`src/rtl/sampletest_elastic.sv`:
```
// rtl/sampletest_elastic.sv - edge-equation sample test with elastic output pipeline and saturating counters
//
// Packing: tri_R16S holds vertex v (A=0,B=1,C=2), axis a (x=0,y=1,z=2) at
// bits [(v*AXIS+a)*SIGFIG +: SIGFIG]; sample_R16S holds x in the low word and y in the high word.
// hit_RoutS is {sample x, sample y, A.z} with x in the most significant word.
module sampletest_elastic #(
    parameter int SIGFIG     = 24,
    parameter int RADIX      = 10,
    parameter int AXIS       = 3,
    parameter int COLORS     = 3,
    parameter int EDGE_BITS  = 13,
    parameter int PIPE_DEPTH = 2,
    parameter int DROP_MISS  = 0,
    parameter int CNT_W      = 32
) (
    input  logic                            clk,
    input  logic                            rst,
    input  logic signed [3*AXIS*SIGFIG-1:0] tri_R16S,
    input  logic [COLORS*SIGFIG-1:0]        color_R16U,
    input  logic signed [2*SIGFIG-1:0]      sample_R16S,
    input  logic                            valid_R16H,
    output logic                            ready_R16H,
    input  logic                            cull_en_R16H,
    input  logic                            stat_clr_H,
    output logic signed [AXIS*SIGFIG-1:0]   hit_RoutS,
    output logic [COLORS*SIGFIG-1:0]        color_RoutU,
    output logic                            backface_RoutH,
    output logic                            hit_valid_RoutH,
    output logic                            valid_RoutH,
    input  logic                            ready_RoutH,
    output logic [CNT_W-1:0]                cnt_samp_U,
    output logic [CNT_W-1:0]                cnt_hit_U
);
    localparam int PW = AXIS * SIGFIG;
    localparam int CW = COLORS * SIGFIG;
    localparam int EW = 2 * EDGE_BITS;

    logic signed [SIGFIG-1:0] smp_x;
    logic signed [SIGFIG-1:0] smp_y;
    logic signed [SIGFIG-1:0] a_z;
    logic signed [SIGFIG-1:0] dx [3];
    logic signed [SIGFIG-1:0] dy [3];
    logic signed [EW-1:0]     ex [3];
    logic signed [EW-1:0]     ey [3];
    logic signed [EW-1:0]     p_fwd [3];
    logic signed [EW-1:0]     p_rev [3];
    logic signed [EW:0]       d [3];
    logic [2:0]               d_neg;
    logic [2:0]               d_pos;
    logic                     front;
    logic                     back;
    logic                     hit;
    logic                     backface;
    logic                     in_fire;
    logic [PW-1:0]            hit_pos;

    logic                     st_v   [1:PIPE_DEPTH];
    logic                     st_hit [1:PIPE_DEPTH];
    logic                     st_bf  [1:PIPE_DEPTH];
    logic [PW-1:0]            st_pos [1:PIPE_DEPTH];
    logic [CW-1:0]            st_col [1:PIPE_DEPTH];
    logic [PIPE_DEPTH:1]      rdy;

    logic [CNT_W-1:0]         cnt_one;
    logic                     unused_bits;

    assign smp_x   = sample_R16S[SIGFIG-1:0];
    assign smp_y   = sample_R16S[2*SIGFIG-1:SIGFIG];
    assign a_z     = tri_R16S[2*SIGFIG +: SIGFIG];
    assign hit_pos = {smp_x, smp_y, a_z};
    assign cnt_one = {{(CNT_W-1){1'b0}}, 1'b1};

    // Shift vertices to sample-relative coordinates, wrap to EDGE_BITS and evaluate the edge functions
    always_comb begin
        d_neg = '0;
        d_pos = '0;
        for (int v = 0; v < 3; v++) begin
            dx[v] = tri_R16S[(v*AXIS)*SIGFIG +: SIGFIG] - smp_x;
            dy[v] = tri_R16S[(v*AXIS+1)*SIGFIG +: SIGFIG] - smp_y;
            ex[v] = {{EDGE_BITS{dx[v][EDGE_BITS-1]}}, dx[v][EDGE_BITS-1:0]};
            ey[v] = {{EDGE_BITS{dy[v][EDGE_BITS-1]}}, dy[v][EDGE_BITS-1:0]};
        end
        for (int k = 0; k < 3; k++) begin
            p_fwd[k] = ex[k] * ey[(k+1)%3];
            p_rev[k] = ex[(k+1)%3] * ey[k];
            d[k]     = {p_fwd[k][EW-1], p_fwd[k]} - {p_rev[k][EW-1], p_rev[k]};
            d_neg[k] = d[k][EW];
            d_pos[k] = ~d[k][EW] & (d[k] != '0);
        end
    end

    // Middle edge is strict in both windings, so a degenerate triangle never hits
    assign front    = ~d_pos[0] & d_neg[1] & ~d_pos[2];
    assign back     = ~d_neg[0] & d_pos[1] & ~d_neg[2];
    assign hit      = valid_R16H & (front | (back & ~cull_en_R16H));
    assign backface = back & ~front & hit;

    // Stage k may load when it is empty or the stage after it is loading
    always_comb begin
        logic chain;
        rdy   = '0;
        chain = ready_RoutH;
        for (int k = PIPE_DEPTH; k >= 1; k--) begin
            chain  = ~st_v[k] | chain;
            rdy[k] = chain;
        end
    end

    assign ready_R16H = rdy[1] & ~rst;
    assign in_fire    = valid_R16H & ready_R16H;

    // Elastic pipeline: stage 1 captures the test result, later stages shift forward when free
    always_ff @(posedge clk) begin
        if (rst) begin
            for (int k = 1; k <= PIPE_DEPTH; k++) begin
                st_v[k]   <= 1'b0;
                st_hit[k] <= 1'b0;
                st_bf[k]  <= 1'b0;
                st_pos[k] <= '0;
                st_col[k] <= '0;
            end
        end else begin
            if (rdy[1]) begin
                st_v[1]   <= in_fire & ((DROP_MISS == 0) || hit);
                st_hit[1] <= hit;
                st_bf[1]  <= backface;
                st_pos[1] <= hit_pos;
                st_col[1] <= color_R16U;
            end
            for (int k = 2; k <= PIPE_DEPTH; k++) begin
                if (rdy[k]) begin
                    st_v[k]   <= st_v[k-1];
                    st_hit[k] <= st_hit[k-1];
                    st_bf[k]  <= st_bf[k-1];
                    st_pos[k] <= st_pos[k-1];
                    st_col[k] <= st_col[k-1];
                end
            end
        end
    end

    // Gating valid with reset keeps an in-flight entry from handshaking during the reset cycle
    assign valid_RoutH     = st_v[PIPE_DEPTH] & ~rst;
    assign hit_valid_RoutH = st_hit[PIPE_DEPTH];
    assign backface_RoutH  = st_bf[PIPE_DEPTH];
    assign hit_RoutS       = st_pos[PIPE_DEPTH];
    assign color_RoutU     = st_col[PIPE_DEPTH];

    // Saturating statistics; clear wins over a same-cycle increment
    always_ff @(posedge clk) begin
        if (rst || stat_clr_H) begin
            cnt_samp_U <= '0;
            cnt_hit_U  <= '0;
        end else if (in_fire) begin
            if (cnt_samp_U != '1) begin
                cnt_samp_U <= cnt_samp_U + cnt_one;
            end
            if (hit && (cnt_hit_U != '1)) begin
                cnt_hit_U <= cnt_hit_U + cnt_one;
            end
        end
    end

    // Wrapped-away high shift bits, B/C depth and the fixed-point position are intentionally ignored
    assign unused_bits = ^{tri_R16S, dx[0], dx[1], dx[2], dy[0], dy[1], dy[2], (RADIX != 0)};

endmodule

```
`config.mk`:
```
export PLATFORM = sky130hd
export DESIGN_NAME = sampletest_elastic
export DESIGN_NICKNAME = d
export VERILOG_FILES = /design/src/rtl/sampletest_elastic.sv
export SDC_FILE = /design/constraint.sdc
export NUM_CORES = 2
export LEC_CHECK = 0
export BUFFER_PORTS_ARGS = -buffer_cell sky130_fd_sc_hd__buf_4
export CAP_MARGIN = 10
export CORE_MARGIN = 8
export CORE_UTILIZATION = 45
export DETAILED_ROUTE_END_ITERATION = 6
export SLEW_MARGIN = 0
export SYNTH_ARGS = -nofsm -noshare
export SYNTH_HDL_FRONTEND = slang
export SYNTH_SLANG_ARGS = --single-unit
export TNS_END_PERCENT = 5
```
`constraint.sdc`:
```
create_clock -name clk -period 14.8 [get_ports clk]
set_input_delay 1.48 -clock clk [delete_from_list [all_inputs] [get_ports clk]]
set_output_delay 1.48 -clock clk [all_outputs]
set_load 0.1 [all_outputs]
```
# After elaboration in Yosys (flattened, before gate mapping)
# Memories as Yosys holds them, arrays and structs flattened.
# Cells that the tools add are included.
dict set report op_classes {
  mul 6
  n_eq_ne 2
  addsub 11
  n_reduce_logical 7
  muxes 18
  bitwise 37
}
# cell n
set ops {}
lappend ops {{$mux W72} 4}
lappend ops {{$mul A13 B13 Y26} 6}
lappend ops {{$reduce_bool A27 Y1} 3}
lappend ops {{$sub A26 B26 Y27} 3}
lappend ops {{$sub A13 B13 Y13} 6}
lappend ops {{$add A32 B1 Y32 const B} 2}
lappend ops {{$ne A32 B32 Y1 const B} 2}
lappend ops {{$and A1 B1 Y1} 14}
lappend ops {{$mux W1} 14}
lappend ops {{$or A1 B1 Y1} 13}
lappend ops {{$not A1 Y1} 10}
lappend ops {{$reduce_and A2 Y1} 2}
lappend ops {{$logic_and A1 B1 Y1} 1}
lappend ops {{$logic_or A1 B1 Y1} 1}
dict set report totals {
  ram_bits 294
  mem_count 5
  wordCells 88
  ff_bits 64
  inputBits 342
  out_inout_bits 212
}
# name depth width read_ports rd_ports_with_merged_regs write_ports line
set mem_list {}
lappend mem_list {st_col 2 72 2 0 2 61} ;# logic [CW-1:0] st_col [1:PIPE_DEPTH];
lappend mem_list {st_pos 2 72 2 0 2 60} ;# logic [PW-1:0] st_pos [1:PIPE_DEPTH];
lappend mem_list {st_bf 2 1 2 0 2 59} ;# logic st_bf [1:PIPE_DEPTH];
lappend mem_list {st_hit 2 1 2 0 2 58} ;# logic st_hit [1:PIPE_DEPTH];
lappend mem_list {st_v 2 1 2 0 2 57} ;# logic st_v [1:PIPE_DEPTH];

# Longest topological paths before layout
dict set report logic_depth {
  depth_word 12
  depth_mapped 45
  depth_no_buf 42
}

# Worst setup path after synthesis
# OpenSTA, ideal clock, no wires.
dict set report synth_path {
  path_type {input to register}
  startpoint {input port tri_R16S[0]}
  endpoint {register cnt_hit_U[21]}
  t_arrival_ns 11.255
  setup_slack_ns 3.481
  path_buffers 3
  t_required_ns 14.737
  setup_ns 0.063
  cell_stages 41
  cell_sequence {inv_1 -> ha_1 -> inv_1 -> fa_1 -> a21o_1 -> a21oi_1 -> o21ai_0 -> a21oi_1 -> o21ai_0 -> a21oi_1 -> nor2b_1 -> o21ai_0 -> a211o_1 -> xnor2_1 -> clkbuf_1 -> nand2_1 -> fa_1 -> inv_1 -> (+5 left out) -> inv_1 -> fa_1 -> fa_1 -> inv_1 -> ha_1 -> buf_2 -> a21o_1 -> a21o_1 -> a21oi_2 -> o21a_1 -> a21oi_1 -> or3b_1 -> a2111o_1 -> a31oi_2 -> a31oi_4 -> buf_6 -> or4_1 -> nand2_1}
}
dict set report synth_between {
  elab_chain_cells 12
  elab_cells_between_ends 22
  classes_between {add/sub: 3; mul: 2; bitwise: 13; reduce/logical: 4}
}
# element line
set synth_rtl {}
lappend synth_rtl {{start: declaration} 18} ;# input logic signed [3*AXIS*SIGFIG-1:0] tri_R16S,
lappend synth_rtl {{$sub A13 B13 Y13 (*)} 78} ;# dx[v] = tri_R16S[(v*AXIS)*SIGFIG +: SIGFIG] - smp_x;
lappend synth_rtl {{$mul A13 B13 Y26} 84} ;# p_fwd[k] = ex[k] * ey[(k+1)%3];
lappend synth_rtl {{$sub A26 B26 Y27} 86} ;# d[k] = {p_fwd[k][EW-1], p_fwd[k]} - {p_rev[k][EW-1], p_rev[k]};
lappend synth_rtl {{$reduce_bool A27 Y1 or $not A1 Y1 (tied branches)} {88, 94}}
lappend synth_rtl {{$and A1 B1 Y1} 88} ;# d_pos[k] = ~d[k][EW] & (d[k] != '0);
lappend synth_rtl {{$not A1 Y1} 93} ;# assign front = ~d_pos[0] & d_neg[1] & ~d_pos[2];
lappend synth_rtl {{$and A1 B1 Y1 (2 in a row)} 93}
lappend synth_rtl {{$or A1 B1 Y1 (*)} 95} ;# assign hit = valid_R16H & (front | (back & ~cull_en_R16H));
lappend synth_rtl {{$and A1 B1 Y1 (*)} 95}
lappend synth_rtl {{$logic_and A1 B1 Y1 (*)} 158} ;# if (hit && (cnt_hit_U != '1)) begin
lappend synth_rtl {{$reduce_and A2 Y1 (no line) (*)} -}
lappend synth_rtl {{end signal: assignment} 159} ;# cnt_hit_U <= cnt_hit_U + cnt_one;
lappend synth_rtl {{end: declaration} 32} ;# output logic [CNT_W-1:0] cnt_hit_U
# Every way passes the cells marked *; elsewhere a longest branch is shown, timed or not.
# A chain may end at the register's enable or synchronous reset.

# Worst setup path in the final report
dict set report layout_path {
  startpoint {input port tri_R16S[72]}
  endpoint {register cnt_hit_U[2]}
}
dict set report layout_between {
  elab_chain_cells 12
  elab_cells_between_ends 21
  classes_between {add/sub: 3; mul: 2; bitwise: 12; reduce/logical: 4}
}
# element line
set layout_rtl {}
lappend layout_rtl {{$sub A13 B13 Y13 (*)} 78}
lappend layout_rtl {{$mul A13 B13 Y26, on equally long branches} {84, 85}}
lappend layout_rtl {{$sub A26 B26 Y27} 86}
lappend layout_rtl {{$reduce_bool A27 Y1, or another cell as far along} 88}
lappend layout_rtl {{$and A1 B1 Y1} 88}
lappend layout_rtl {{$and A1 B1 Y1 or $not A1 Y1 (tied branches)} {94, 93}}
lappend layout_rtl {{$and A1 B1 Y1, on equally long branches} {94, 93}}
lappend layout_rtl {{$and A1 B1 Y1, on equally long branches} {95, 93}}
lappend layout_rtl {{$or A1 B1 Y1 (*)} 95}
lappend layout_rtl {{$and A1 B1 Y1 (*)} 95}
lappend layout_rtl {{$logic_and A1 B1 Y1 (*)} 158}
lappend layout_rtl {{$reduce_and A2 Y1 (no line) (*)} -}
# Marks and branches as above.

==> impl_metrics.tcl <==
set metrics [dict create \
    synth_area_leaders "fa_1 (40%), edfxtp_1 (15%), ha_1 (9.2%), inv_1 (8.5%), nor2_1 (3.6%)" \
    ys_types 84 \
    io_pins 554 \
    place_area_um2 64300 \
    place_congestion 0.964 \
    place_hpwl_mm 153 \
    tns_ps 0 \
    initial_core_util_pct 45.1 \
    hold_end "st_col[2][69]" \
    overflow 0 \
    postRouteAntennaNets 0 \
    grt_usage_pct 26.1 \
    timing.final.crit_share_pct 90.3 \
    synth-simple-area-share_pct 15.0 \
    fillers 11900 \
    fin_skew_ps 10.2 \
    post_cts_resized 0 \
    reg2reg_depth 10 \
    die_h_um 376 \
    synth_xor_area_share_pct 3.29 \
    path_class "primary input to flip-flop" \
    drc_errors 0 \
    synth_ff_type "edfxtp_1" \
    path_common_cell "fa_1" \
    yosys-mux-area-fraction_pct 0.361 \
    drv_cap 0 \
    crit_fanout 44 \
    cts_tree "done" \
    rows 132 \
    hold_path.startpoint "st_col[1][69]" \
    worstSetupStartpoint "tri_R16S[72]" \
    ff_latch_area_um2 10100 \
    required_ps 15330 \
    antenna_found_initial 17 \
    cts_buffers 29 \
    synth_area_um2 58200 \
    ys_ff_latch 358 \
    ys_seq_area_share_pct 17.4 \
    port_buffers 439 \
    final_area_um2 65400 \
    setup_viol 0 \
    clk_pin_slew_ps 70 \
    period_minus_slack_ps 13360 \
    clock_tree.buffer_depth 3 \
    die-area_um2 141000 \
    r2r-start "st_v[2]" \
    cts_setup_buffers 0 \
    synth_largest_area_cell "fa_1" \
    drive_gt1_share_pct 11.4 \
    core_area_um2 129000 \
    vias 42300 \
    finalHoldViolCount 0 \
    htreeDepth 1 \
    viasPerCell 5.21 \
    rsz0062_at_grt "no" \
    synthesis.nets 7906 \
    die_x_um 376 \
    hold_ws_ps 510 \
    rr_endpoint "cnt_hit_U[2]" \
    routedWlPerCell_um 22.6 \
    synth_top_family_by_area "adder cells" \
    cts-root-buf "clkbuf_16" \
    syn_avg_cell_area_um2 9.76 \
    hold_path_depth 1 \
    end_kind "flip-flop" \
    grt_pass1_wl_mm 277 \
    synthCells 5966 \
    yosys.cell_count.top_type "inv_1" \
    clock_latency_ps 580 \
    first_pass_iters 6 \
    synth_edf_count 294 \
    hp-class "flip-flop to flip-flop" \
    cp.arrival_ps 13890 \
    synth.top_cell.area_share_pct 40.2 \
    syn_to_final_growth_pct 12.3 \
    synth_compound_area_share_pct 4.55 \
    cts.sinks 358 \
    synth_warnings 0 \
    status "finished clean" \
    slowest_delay_ps 630 \
    synth_common_cells "inv_1 (1319), fa_1 (1169), nor2_1 (561), nand2_1 (530), ha_1 (429)" \
    critPathSlowestCell "a2111oi_0" \
    grt_max_degree 102 \
    slew_violations 0 \
    rrSetupSlack_ps 10610 \
    synthArstFlopShare_pct 0 \
    final_nets 8299 \
    dr.first_iter.drc_count 3511 \
    yosys.area_share.adder_pct 49.4 \
    ctsHoldBuffers 0 \
    startpoint_type "primary input" \
    fmax_mhz 74.8 \
    routed_wl_mm 184 \
    relSlewSlack_pct 17.1 \
    tightest_slew_ps 1230 \
    grt_pass1_vias 43700 \
    multi_input_area_um2 42700 \
]
==> worst max-delay path: cells and delay by family <==
kind	cells	cell delay (ps)
adders and majority gates	10	4630
AOI/OAI and AO/OA	10	3420
and+or+nand+nor	10	2270
buffers and inverters	10	1690
xor gates and xnor gates	1	330
==> per-layer routing <==
layer / GRT usage (%) / up-vias / share of wire (%)
li1: - / 18800 / -
met1: 35.3 / 21400 / 41
met2: 40.2 / 1790 / 44
met3: 6.49 / 266 / 10
met4: 10.5 / 12 / 4.8
met5: 0 / - / 0.045
==> flip-flops by register name (all words and copies together) (netlist names) <==
name and count:
st_pos 144, st_hit 2, st_col 144, cnt_samp_U 32
st_bf 2, st_v 2, cnt_hit_U 32
==> layout by cell type, fill, tap and decap left out, types with 16 or more instances in the layout <==
cell       count
inv_1       1319
fa_1        1169
buf_4        585
nor2_1       557
nand2_1      530
ha_1         429
and2_1       329
edfxtp_1     294
nand2b_1     142
xnor2_1      102
a21oi_1       96
xor2_1        75
o21ai_0       71
dfxtp_1       64
nand3_1       55
a21o_1        49
nor2b_1       33
nand4_1       33
clkbuf_16     29
nor3_1        26
or3_1         25
and3_1        25
xnor2_2       24
o211ai_1      22
or2_2         21
or4_1         20
a31oi_1       16
o21a_1        16
==> worst max-delay path by stage <==
stage,endpoint,slack [ps],depth (start not counted)
after floorplan,cnt_hit_U[21],3480,41
after global placement,cnt_hit_U[2],940,41
after detailed placement,cnt_hit_U[2],1010,41
after CTS,cnt_hit_U[28],1540,43
after global routing,cnt_hit_U[28],700,43
final,cnt_hit_U[2],1440,41
==> area by class of cell <==
class	count	share of cell area [%]
Multi-Input combinational cell	4062	65.3
Clock buffer	31	1.12
Inverter	1322	7.59
Sequential cell	358	15.5
Timing Repair Buffer	586	6.75
Antenna cell	9	0.0344
Clock inverter	23	0.446
Tap cell	1742	3.33
==> logic make-up after synthesis <==
| group | after synthesis |
|---|---|
| flip-flops | 358 |
| XOR/XNOR | 219 |
| multiplexers | 20 |
| AO/OA/AOI/OAI | 392 |
| adder cells (fa/ha/maj) | 1598 |
| buffers and inverters | 1546 |
| AND/OR/NAND/NOR | 1833 |
==> stage by stage <==
step / cells / setup WS (ps) / utilization [%]
global route: 8129 / 698 / 50.7
global placement: 8070 / 943 / 49.9
detailed placement: 8070 / 1010 / 49.9
CTS: 8124 / 1540 / 50.7
finish: 8133 / 1440 / 50.7
floorplan: 5966 / 3480 / -
Power is not shown: default switching activity piles up to over one toggle a cycle in this logic, so the estimate is an artifact.
